**src/rtl/apb_pkg.sv**
```systemverilog
// Shared APB requester types: FSM state encoding and the command record.
package apb_pkg;

   localparam int APB_ADDR_WIDTH = 32;
   localparam int APB_DATA_WIDTH = 32;

   typedef enum logic [1:0] {
      IDLE,
      SETUP,
      ACCESS,
      RESP
   } apb_master_state_e;

   typedef struct packed {
      logic [APB_ADDR_WIDTH-1:0]   addr;
      logic                        write;
      logic [APB_DATA_WIDTH-1:0]   wdata;
      logic [APB_DATA_WIDTH/8-1:0] strb;
   } apb_cmd_t;

   // Wait-counter width able to hold 0..n, never narrower than one bit.
   function automatic int cnt_width(input int n);
      return (n < 1) ? 1 : $clog2(n + 1);
   endfunction

endpackage

```
**src/rtl/apb_master_bridge.sv**
```systemverilog
// Single-outstanding APB4 requester: cmd stream -> SETUP/ACCESS -> rsp stream,
// with an optional ACCESS-phase timeout to survive a hung slave.
module apb_master_bridge
   import apb_pkg::*;
#(
   parameter int ADDR_WIDTH     = APB_ADDR_WIDTH,
   parameter int DATA_WIDTH     = APB_DATA_WIDTH,
   parameter int TIMEOUT_CYCLES = 16
) (
   input  logic                    pclk,
   input  logic                    preset,
   input  logic                    cmd_valid,
   output logic                    cmd_ready,
   input  logic [ADDR_WIDTH-1:0]   cmd_addr,
   input  logic                    cmd_write,
   input  logic [DATA_WIDTH-1:0]   cmd_wdata,
   input  logic [DATA_WIDTH/8-1:0] cmd_strb,
   output logic                    rsp_valid,
   input  logic                    rsp_ready,
   output logic [DATA_WIDTH-1:0]   rsp_rdata,
   output logic                    rsp_err,
   output logic                    rsp_timeout,
   output logic [ADDR_WIDTH-1:0]   paddr,
   output logic                    pwrite,
   output logic [DATA_WIDTH-1:0]   pwdata,
   output logic [DATA_WIDTH/8-1:0] pstrb,
   output logic                    psel,
   output logic                    penable,
   input  logic [DATA_WIDTH-1:0]   prdata,
   input  logic                    pready,
   input  logic                    pslverr
);

   localparam int              CW       = cnt_width(TIMEOUT_CYCLES);
   localparam bit              TO_EN    = (TIMEOUT_CYCLES != 0);
   localparam logic [CW-1:0]   CNT_LAST = TO_EN ? CW'(TIMEOUT_CYCLES - 1) : '0;

   apb_master_state_e state;
   logic [CW-1:0]     cnt;

   // Only IDLE can take a new command; one transfer in flight at a time.
   assign cmd_ready = (state == IDLE);

   // Transfer FSM; all APB and response outputs are registered here.
   always_ff @(posedge pclk or posedge preset) begin
      if (preset) begin
         state       <= IDLE;
         cnt         <= '0;
         paddr       <= '0;
         pwrite      <= 1'b0;
         pwdata      <= '0;
         pstrb       <= '0;
         psel        <= 1'b0;
         penable     <= 1'b0;
         rsp_valid   <= 1'b0;
         rsp_rdata   <= '0;
         rsp_err     <= 1'b0;
         rsp_timeout <= 1'b0;
      end else begin
         case (state)
            IDLE: begin
               if (cmd_valid) begin
                  paddr  <= cmd_addr;
                  pwrite <= cmd_write;
                  pwdata <= cmd_wdata;
                  // strobes are meaningless on reads, drive them low
                  pstrb  <= cmd_write ? cmd_strb : '0;
                  psel   <= 1'b1;
                  state  <= SETUP;
               end
            end
            SETUP: begin
               penable <= 1'b1;
               cnt     <= '0;
               state   <= ACCESS;
            end
            ACCESS: begin
               // pready wins over a timeout expiring in the same cycle
               if (pready) begin
                  rsp_rdata   <= pwrite ? '0 : prdata;
                  rsp_err     <= pslverr;
                  rsp_timeout <= 1'b0;
                  rsp_valid   <= 1'b1;
                  psel        <= 1'b0;
                  penable     <= 1'b0;
                  state       <= RESP;
               end else if (TO_EN && cnt == CNT_LAST) begin
                  rsp_rdata   <= '0;
                  rsp_err     <= 1'b1;
                  rsp_timeout <= 1'b1;
                  rsp_valid   <= 1'b1;
                  psel        <= 1'b0;
                  penable     <= 1'b0;
                  state       <= RESP;
               end else begin
                  cnt <= cnt + CW'(1);
               end
            end
            RESP: begin
               if (rsp_ready) begin
                  rsp_valid <= 1'b0;
                  state     <= IDLE;
               end
            end
            default: state <= IDLE;
         endcase
      end
   end

endmodule

```
**config.mk**
```make
export PLATFORM = sky130hd
export DESIGN_NAME = apb_master_bridge
export DESIGN_NICKNAME = d
export VERILOG_FILES = /design/src/rtl/apb_pkg.sv /design/src/rtl/apb_master_bridge.sv
export SDC_FILE = /design/constraint.sdc
export NUM_CORES = 1
export LEC_CHECK = 0
export ABC_AREA = 1
export CORE_ASPECT_RATIO = 1.75
export CORE_MARGIN = 5
export CORE_UTILIZATION = 25
export DETAILED_ROUTE_END_ITERATION = 10
export PLACE_DENSITY = 0.58
export SLEW_MARGIN = 15
export SYNTH_ARGS = -nofsm -noshare
export SYNTH_HDL_FRONTEND = slang
export SYNTH_SLANG_ARGS = --single-unit
```
**constraint.sdc**
```tcl
create_clock -name pclk -period 3.9 [get_ports pclk]
set_input_delay 0.39 -clock pclk [delete_from_list [all_inputs] [get_ports pclk]]
set_output_delay 0.39 -clock pclk [all_outputs]
set_load 0.005 [all_outputs]
```
==> out/metrics.csv <==
metric,value,unit
# DRC,0,
vias per cell,4.15,
Synth cell types,23,
Final Total Pwr,5.55,mW
peak supply drop,0.278,mV
pin count of the biggest net entering global routing,74,
Worst-path clk slew,0.06,ns
multi-input logic area,1500,um^2
IO Pins,214,
synthesized area per cell,8.98,um^2
most common cell in the netlist,nand2_1,
power density cells,748,nW/um^2
Initial Utilization,25.4,%
CTS tree,yes,
final-report hold violation count,0,
ys flop type,dfrtp_1,
max cap viols,0,
worst skew pair latency,0.41,ns
first-pass GRT wire length,22700,um
CTS Buf Count,17,
most frequent cells after synthesis,"nand2_1 (283), dfrtp_1 (113), nand3_1 (37), inv_1 (13), buf_4 (12)",
min Tclk post-route,2.11,ns
Yosys top cell area share,62.0,%
WP data required,4.18,ns
Syn Nets,620,
DR WL/cell,14.8,um
Mapped Area,4560,um^2
Pleak,3.59,nW
endpoints failing setup,0,
status,completed,
Worst-Margin Slew,1.13,ns
synth warn,0,
Die H,189,um
Post-CTS Setup Repair Bufs,0,
crit start category,register,
Post-synth ARST share,100,%
critical-path maximum fanout,36,
clock root cell,clkbuf_16,
sequential area share after synthesis,62.0,%
period utilisation layout,54.2,%
vias post-DR,4004,
First-pass DRT Iterations,4,
Hold Crit Class,reg -> reg,
Synth Instances,508,
Routed Antenna Nets,0,
CORE AREA,18000,um^2
iteration-0 DRC count of the detailed router,183,
Crit Path Category,reg -> reg,
share of cells above drive strength 1,5.89,%
port buffer count,213,
antenna fix cells,0,
Fill cells,1759,
DIE WIDTH,112,um
crit end category,register,
antenna violations before repair,0,
GRT Overall Usage,13.5,%
FF/Latch Area,2830,um^2
final core occ,41.3,%
PostCTS Resize Cnt,0,
clock sinks,113,
"EDFF count, synth",0,
routability cong.,0.740,
area delta synth->final,62.7,%
Worst EP arrival,2.40,ns
number of global-route vias before repair,4137,
final setup TNS,0,ns
clock tree buffer depth,2,
detailed placement HPWL,9900,um
Synth area leaders,"dfrtp_1 (62%), nand2_1 (23%), nand3_1 (4.1%), buf_4 (2.0%), ha_1 (1.4%)",
cell row count,65,
total global routing overflow,0,
Rel. slew slack,24.3,%
fmax,473,MHz
Final Max Slew Viols,0,
post-synth top area cell,dfrtp_1,
Die ar.,21100,um^2
#FFs+latches synth,113,
unrepaired setup endpoints after global routing,false,
final WL,14300,um
clock skew,0.0148,ns
nets,830,
CTS H-tree lvls,4,
CTS Hold Bufs,0,
-- final timing paths --
kind / start / end / slack, ns / cells after the start
worst max register to register: cnt[0]$_DFFE_PP0P_ / cnt[4]$_DFFE_PP0P_ / 1.79 / 10
min in group asynchronous: preset / rsp_rdata[23]$_DFFE_PP0P_ / 0.55 / 2
worst min register to register: pwdata[22]$_DFFE_PP0P_ / pwdata[22]$_DFFE_PP0P_ / 0.47 / 2
max in group asynchronous: preset / paddr[9]$_DFFE_PP0P_ / 2.47 / 3
worst min-delay path: pwdata[22]$_DFFE_PP0P_ / pwdata[22]$_DFFE_PP0P_ / 0.47 / 2
worst max-delay path: cnt[0]$_DFFE_PP0P_ / cnt[4]$_DFFE_PP0P_ / 1.79 / 10
-- registers in the layout, indices dropped and copies added, names as in the netlist --
| name | flops |
|---|---|
| cnt | 5 |
| paddr | 32 |
| penable | 1 |
| psel | 1 |
| pstrb | 4 |
| pwdata | 32 |
| pwrite | 1 |
| rsp_err | 1 |
| rsp_rdata | 32 |
| rsp_timeout | 1 |
| rsp_valid | 1 |
| state | 2 |
-- stage by stage --
| step | worst slack, ns | cell area [um^2] | hold slack (ns) | cells |
|---|---|---|---|---|
| after floorplan | 0.523 | 4560 | 0.452 | 508 |
| after CTS | 1.76 | 7420 | 0.479 | 964 |
| after global placement | 1.75 | 6830 | 0.460 | 933 |
| after global routing | 1.59 | 7420 | 0.495 | 964 |
| final | 1.79 | 7420 | 0.471 | 964 |
| after detailed placement | 1.73 | 6830 | 0.464 | 933 |
-- cells in the final DEF, fill, tap and decap left out, types with 2 or more instances in the layout --
master / count
dfrtp_1: 113
clkbuf_1: 2
or2_2: 2
clkbuf_16: 17
inv_1: 11
o21ai_0: 10
buf_4: 3
nand4_1: 2
nor2_1: 5
nand3_1: 37
bufinv_16: 3
nand2_1: 282
clkinvlp_4: 2
nand2_4: 2
nand2_2: 3
clkinv_2: 5
inv_4: 2
clkdlybuf4s50_1: 213
ha_1: 5
o21a_1: 2
-- cell type report --
cell class	instances	share of cell area, %
clock buffers	20	6.02
repair buffers	216	29.0
well taps	234	3.95
clock inverters	11	1.87
flip-flops and latches	113	38.1
inverters	14	0.776
multi-input cells	356	20.2
-- worst max-delay path: stages (launching register included) --
cell     delay (ns)
dfrtp_1        0.41
ha_1           0.23
nand2_1        0.08
nor2_1         0.05
ha_1           0.19
nand2_2        0.09
nand2_4        0.25
inv_4          0.38
nand2_2        0.14
nand2_1        0.08
o31ai_1        0.06
-- cell families (layout without fill, tap and decap cells) --
kind of cell	count (synthesis)	in the layout	synth area share, %
buffers and inverters	39	261	5.10
AND/OR/NAND/NOR	334	334	29.3
adder cells (fa/ha/maj)	5	5	1.37
AO/OA/AOI/OAI	17	17	2.17
flip-flops	113	113	62.0
-- report_power, final --
group / total, mW / internal (mW) / switching (mW)
Clock: 1.56 / 1.01 / 0.549
Combinational: 2.08 / 1.15 / 0.929
Sequential: 1.91 / 1.65 / 0.262
-- routing by layer --
layer / global-route usage (%) / share of wire [%] / wire (um)
met1: 15.3 / 40 / 5760
met2: 23.2 / 51 / 7290
met3: 5.30 / 7.8 / 1120
met4: 4.03 / 0.72 / 103
met5: 0 / 0 / 0
Note: power is estimated with default switching activity, not from simulation.
